===== src/rtl/instr_fetch_pkg.sv =====
// Shared definitions for the instruction fetch unit and its fetch buffer.
// Latency: n/a (types, constants and a helper function only).
// Backpressure: n/a.
// Contents: XLEN/ILEN widths, reset PC default, PC step, NOP encoding,
//           the {pc, instr} buffer entry type and a PC alignment helper.
package instr_fetch_pkg;

  localparam int XLEN = 32;
  localparam int ILEN = 32;

  localparam logic [XLEN-1:0] RESET_PC_DEFAULT = 32'h0000_0000;
  localparam logic [XLEN-1:0] PC_STEP          = 32'd4;

  // Canonical NOP, kept here so debug views of bubbles share one encoding.
  localparam logic [ILEN-1:0] NOP_INSTR = 32'h0000_0013;

  // One fetch buffer entry: the PC and the instruction fetched from it.
  typedef struct packed {
    logic [XLEN-1:0] pc;
    logic [ILEN-1:0] instr;
  } fetch_entry_t;

  localparam int ENTRY_W = $bits(fetch_entry_t);

  // Instructions are word aligned; the low two address bits are dropped.
  function automatic logic [XLEN-1:0] align_pc(input logic [XLEN-1:0] addr);
    return {addr[XLEN-1:2], 2'b00};
  endfunction

endpackage


===== src/rtl/instr_fetch_fetch_fifo.sv =====
// Fetch buffer: DEPTH-entry synchronous FIFO of {pc, instr} with flush.
// Latency: a written entry is visible at rd_data / non-empty the next cycle.
// Backpressure: caller must not write when full unless reading the same cycle.
// Ports: clk, rst (sync, active high), flush (clears pointers and count),
//        wr_en/wr_data (push), rd_en (pop), rd_data (head entry, registered
//        storage), count/full/empty status.
module fetch_fifo
  import instr_fetch_pkg::*;
#(
  parameter int unsigned DEPTH = 2,
  localparam int AW = (DEPTH > 1) ? $clog2(DEPTH) : 1,
  localparam int CW = AW + 1
) (
  input  logic          clk,
  input  logic          rst,
  input  logic          flush,
  input  logic          wr_en,
  input  fetch_entry_t  wr_data,
  input  logic          rd_en,
  output fetch_entry_t  rd_data,
  output logic [CW-1:0] count,
  output logic          full,
  output logic          empty
);

  localparam logic [CW-1:0] DEPTH_C = CW'(DEPTH);

  fetch_entry_t    mem [DEPTH];
  logic [AW-1:0]   wr_ptr;
  logic [AW-1:0]   rd_ptr;

  // DEPTH is a power of two, so the pointers wrap by natural overflow.
  always_ff @(posedge clk) begin
    if (rst) begin
      wr_ptr <= '0;
      rd_ptr <= '0;
      count  <= '0;
    end else if (flush) begin
      wr_ptr <= '0;
      rd_ptr <= '0;
      count  <= '0;
    end else begin
      if (wr_en) wr_ptr <= wr_ptr + AW'(1);
      if (rd_en) rd_ptr <= rd_ptr + AW'(1);
      unique case ({wr_en, rd_en})
        2'b10:   count <= count + CW'(1);
        2'b01:   count <= count - CW'(1);
        default: count <= count;
      endcase
    end
  end

  // Storage is cleared on reset so the head reads as zero out of reset.
  // A flush leaves stale data in place; it is masked by empty.
  always_ff @(posedge clk) begin
    if (rst) begin
      for (int i = 0; i < DEPTH; i++) begin
        mem[i] <= '0;
      end
    end else if (wr_en && !flush) begin
      mem[wr_ptr] <= wr_data;
    end
  end

  assign rd_data = mem[rd_ptr];
  assign full    = (count == DEPTH_C);
  assign empty   = (count == '0);

endmodule


===== src/rtl/instr_fetch.sv =====
// Instruction fetch: PC register driving a zero-latency ROM, buffered to decode.
// Latency: ROM sample to out_valid is 1 cycle; redirect costs one bubble cycle.
// Backpressure: out_ready low stalls the PC once the buffer fills; head holds.
// Ports: clk, rst (sync, active high); rom_addr/rom_instr (ROM side);
//        redirect_valid/redirect_pc (PC replace + flush); out_valid/out_ready/
//        out_instr/out_pc (decode handshake); fetch_count (accepted handshakes).
module instr_fetch
  import instr_fetch_pkg::*;
#(
  parameter logic [XLEN-1:0] RESET_PC = RESET_PC_DEFAULT,
  parameter int unsigned     DEPTH    = 2
) (
  input  logic            clk,
  input  logic            rst,
  output logic [XLEN-1:0] rom_addr,
  input  logic [ILEN-1:0] rom_instr,
  input  logic            redirect_valid,
  input  logic [XLEN-1:0] redirect_pc,
  output logic            out_valid,
  input  logic            out_ready,
  output logic [ILEN-1:0] out_instr,
  output logic [XLEN-1:0] out_pc,
  output logic [31:0]     fetch_count
);

  localparam int AW = (DEPTH > 1) ? $clog2(DEPTH) : 1;
  localparam int CW = AW + 1;

  logic [XLEN-1:0] pc;
  logic            pop;
  logic            push;
  logic            fifo_full;
  logic            fifo_empty;
  logic [CW-1:0]   fifo_count;
  fetch_entry_t    wr_entry;
  fetch_entry_t    head;

  assign rom_addr = pc;

  // out_valid comes only from registered buffer state, never from out_ready.
  assign out_valid = !fifo_empty;
  assign pop       = out_valid && out_ready;
  // A pop frees a slot in the same cycle, so a full buffer can still accept.
  assign push      = !redirect_valid && (!fifo_full || pop);

  assign wr_entry.pc    = pc;
  assign wr_entry.instr = rom_instr;

  always_ff @(posedge clk) begin
    if (rst) begin
      pc <= RESET_PC;
    end else if (redirect_valid) begin
      pc <= align_pc(redirect_pc);
    end else if (push) begin
      pc <= pc + PC_STEP;
    end
  end

  // A pop coinciding with a redirect was accepted by decode, so it counts.
  always_ff @(posedge clk) begin
    if (rst) begin
      fetch_count <= '0;
    end else if (pop) begin
      fetch_count <= fetch_count + 32'd1;
    end
  end

  fetch_fifo #(
    .DEPTH(DEPTH)
  ) u_fifo (
    .clk    (clk),
    .rst    (rst),
    .flush  (redirect_valid),
    .wr_en  (push),
    .wr_data(wr_entry),
    .rd_en  (pop),
    .rd_data(head),
    .count  (fifo_count),
    .full   (fifo_full),
    .empty  (fifo_empty)
  );

  assign out_instr = head.instr;
  assign out_pc    = head.pc;

  // Push/pop gating must keep the occupancy within the buffer size.
  always @(posedge clk) begin
    if (!rst) begin
      assert (fifo_count <= CW'(DEPTH));
    end
  end

endmodule


===== config.mk =====
export PLATFORM = sky130hd
export DESIGN_NAME = instr_fetch
export DESIGN_NICKNAME = d
export VERILOG_FILES = /design/src/rtl/instr_fetch_pkg.sv /design/src/rtl/instr_fetch_fetch_fifo.sv /design/src/rtl/instr_fetch.sv
export SDC_FILE = /design/constraint.sdc
export NUM_CORES = 1
export LEC_CHECK = 0
export CAP_MARGIN = 20
export CORE_MARGIN = 4
export CORE_UTILIZATION = 55
export CTS_CLUSTER_DIAMETER = 80
export DETAILED_ROUTE_END_ITERATION = 12
export PLACE_DENSITY = 0.83
export SYNTH_ARGS = -nofsm -noshare
export SYNTH_HDL_FRONTEND = slang
export SYNTH_SLANG_ARGS = --single-unit

===== constraint.sdc =====
create_clock -name clk -period 13.1 [get_ports clk]
set_input_delay 1.31 -clock clk [delete_from_list [all_inputs] [get_ports clk]]
set_output_delay 1.31 -clock clk [all_outputs]
set_load 0.05 [all_outputs]

==> qor.yml <==
power:
  leakage_uw: 0.00402
  p_int_uw: 1020
  ir_worst_vdd_mv: 0.101
  power_frac_seq: 0.496
  p_switching_uw: 383
  pwr-share-clk: 0.346
  p_per_area_mw_per_mm2: 123
  power.share.combinational: 0.158
  p_sw_frac: 0.273
min_path:
  hold_path.class: "register to register"
floorplanning:
  die_x_um: 135
  row_count: 46
  core_sq_mm: 0.0158
  initial_core_util: 0.560
  die-area_sq_mm: 0.0182
  ios: 197
  chipHeight_um: 135
cts:
  cts_tree: "yes"
  h-tree-depth: 4
  clk_pin_slew_worst_paths_ns: 0.07
  cts_setup_buffers: 0
  clockBufferDepth: 2
  cts_root_buf: "clkbuf_16"
  clkSinkCount: 191
  hold_buffers: 0
  cts_resized: 0
  clkLatencyLatePin_ns: 0.42
  cts_buffers: 17
place:
  dp_hpwl_mm: 13.2
  finalWeightedCongestion: 0.830
  io_buffers: 190
  dp_slack_ns: 8.90
yosys:
  synth_cell_type_count: 44
  synth-async-reset-ratio: 0
  synth.largest_area_cell: "edfxtp_1"
  yosys-top-cells-area: "edfxtp_1 (42%), dfxtp_1 (15%), mux2_2 (9.1%), and2_1 (8.7%), nor2_1 (2.0%)"
  ys.flop_type: "edfxtp_1"
  synth.top_cell.area_share: 0.420
  syn-cell-area_sq_mm: 0.00886
  yosysSeqAreaShare: 0.572
  ys_ff_latch: 191
  synth_cells: 765
  synth_edf_count: 124
  avgSynthCellArea_sq_um: 11.6
  synth_most_common_cell: "edfxtp_1"
  synth_warnings: 0
  synth_common_cells: "edfxtp_1 (124), and2_1 (123), mux2_2 (72)"
cells_and_area:
  utilization: 0.723
  drive_gt1_frac: 0.125
  area_growth_pct: 29.1
  n_antenna_cell: 0
  finalNetCount: 1001
timing:
  period_needed_ns: 3.85
  maxSlewViolCount: 0
  setup_tns_ns: 0
  maxSlewHeadroom: 0.324
  max_freq_mhz: 259
  worstMarginPinSlew_ns: 1.01
  setup_viol: 0
  timing.final.ws_setup_ns: 9.25
  rsz0062_at_grt: "false"
  finClkSkew_ns: 0.00649
  hold_viol: 0
  finalCritPeriodShare: 0.294
grt:
  grt_first_pass_wirelength_mm: 33.0
  grt_start_max_net_pins: 86
  grt_antenna_before_repair: 0
  grt_pass1_vias: 6495
  track_usage: 0.228
  grt_remaining_overflow: 0
critical_path:
  worstSetupEndpointType: "output pin"
  cp_slowest_cell: "dfxtp_4"
  required_ns: 11.79
  path_buf_inv: 1
  cp_top_family: "flip-flops"
  arrival_ns: 2.54
  cp_max_fo: 62
  path_cells: "mux2_2, clkdlybuf4s50_1"
  critPathLaunchType: "register"
  slowest_delay_ns: 0.92
  crit_type: "register to output pin"
routing:
  ant_nets: 0
  drc: 0
  vias_per_cell: 5.64
  drt_iter0_drc: 416
  wire_per_inst_um: 17.8
  routed_wl_mm: 20.7
  first_pass_iters: 7
  vias: 6536
run:
  maxCapViolations: 0
status:
  status: "complete, no violations"
## state kept, by name, summed over array words and instances (netlist names), named ones only
name and count:
fetch_count 32, u_fifo.mem 124, u_fifo.rd_ptr 1, u_fifo.wr_ptr 1, u_fifo.count 2, rom_addr 30
## path summary, 6_finish.rpt
kind,start,to,slack [ns],cells past startpoint
worst max-delay path,register,out_pc[21],9.25,2
worst min-delay path,fetch_count[18],fetch_count[18],0.50,2
worst max register to register,u_fifo.count[1],u_fifo.mem[1][60],10.49,4
worst min register to register,fetch_count[18],fetch_count[18],0.50,2
## layer usage
metal,track usage,wire [um],up-vias,part of all wire
met1,0.295,8770,3141,0.42
met5,0,0,-,0
li1,-,-,3153,-
met3,0.0645,1560,15,0.076
met2,0.380,10100,227,0.49
met4,0.0655,225,0,0.011
## power by group through the flow
| stage | Clock, uW | Sequential (uW) | Combinational (uW) |
|---|---|---|---|
| floorplan | 0 | 727 | 121 |
| global placement | 0 | 707 | 221 |
| detailed placement | 0 | 709 | 223 |
| CTS | 492 | 696 | 224 |
| global route | 517 | 700 | 234 |
| finish | 485 | 696 | 222 |
## logic make-up after synthesis
| family | Yosys count | share of synthesized area |
|---|---|---|
| muxes | 73 | 0.0926 |
| DFF | 191 | 0.572 |
| adders and majority gates | 3 | 0.00424 |
| and+or+nand+nor | 335 | 0.220 |
| xor gates and xnor gates | 21 | 0.0208 |
| other | 1 | 0.000423 |
| buffers and inverters | 62 | 0.0292 |
| AOI/OAI and AO/OA | 79 | 0.0613 |
## worst min-delay path: cells and delay by family, from the launching register on
kind | cells | cell delay (ns)
compound gates | 2 | 0.13
flops | 1 | 0.33
## layout make-up
type / count / area [sq um]
timing repair buffer: 196 / 1940
multi-input combinational: 515 / 3580
clock buffer: 20 / 437
inverter: 9 / 33.8
tap: 216 / 270
fill: 1158 / 4390
sequential: 191 / 5070
clock inverter: 12 / 113
## per-stage QoR
step           hold slack, ns  instance area [sq um]  total power [uW]  std cells
3_3_place_gp            0.484                  10900               928       1127
2_1_floorplan           0.520                   8870               848        768
5_1_grt                 0.546                  11400              1450       1159
4_1_cts                 0.498                  11400              1410       1159
3_5_place_dp            0.485                  10900               932       1127
6_report                0.504                  11400              1400       1159
## cells in the final DEF, fill, tap and decap left out, types with 8 or more instances in the layout
cell and n:
or4_1 23, nor2b_1 10, nand2_1 25, a21oi_1 16, nand3_1 19, nor3_1 12
clkdlybuf4s50_1 189, mux2_2 72, o21ai_0 13, nand4_1 20, dfxtp_1 66, a311oi_1 17
nor4_1 14, edfxtp_1 124, and2_1 123, and4_1 9, or3_1 11, nor2_1 47
clkbuf_16 17, o31ai_1 20, xnor2_1 13, xor2_1 8
Note: power is estimated with default switching activity, not from simulation.
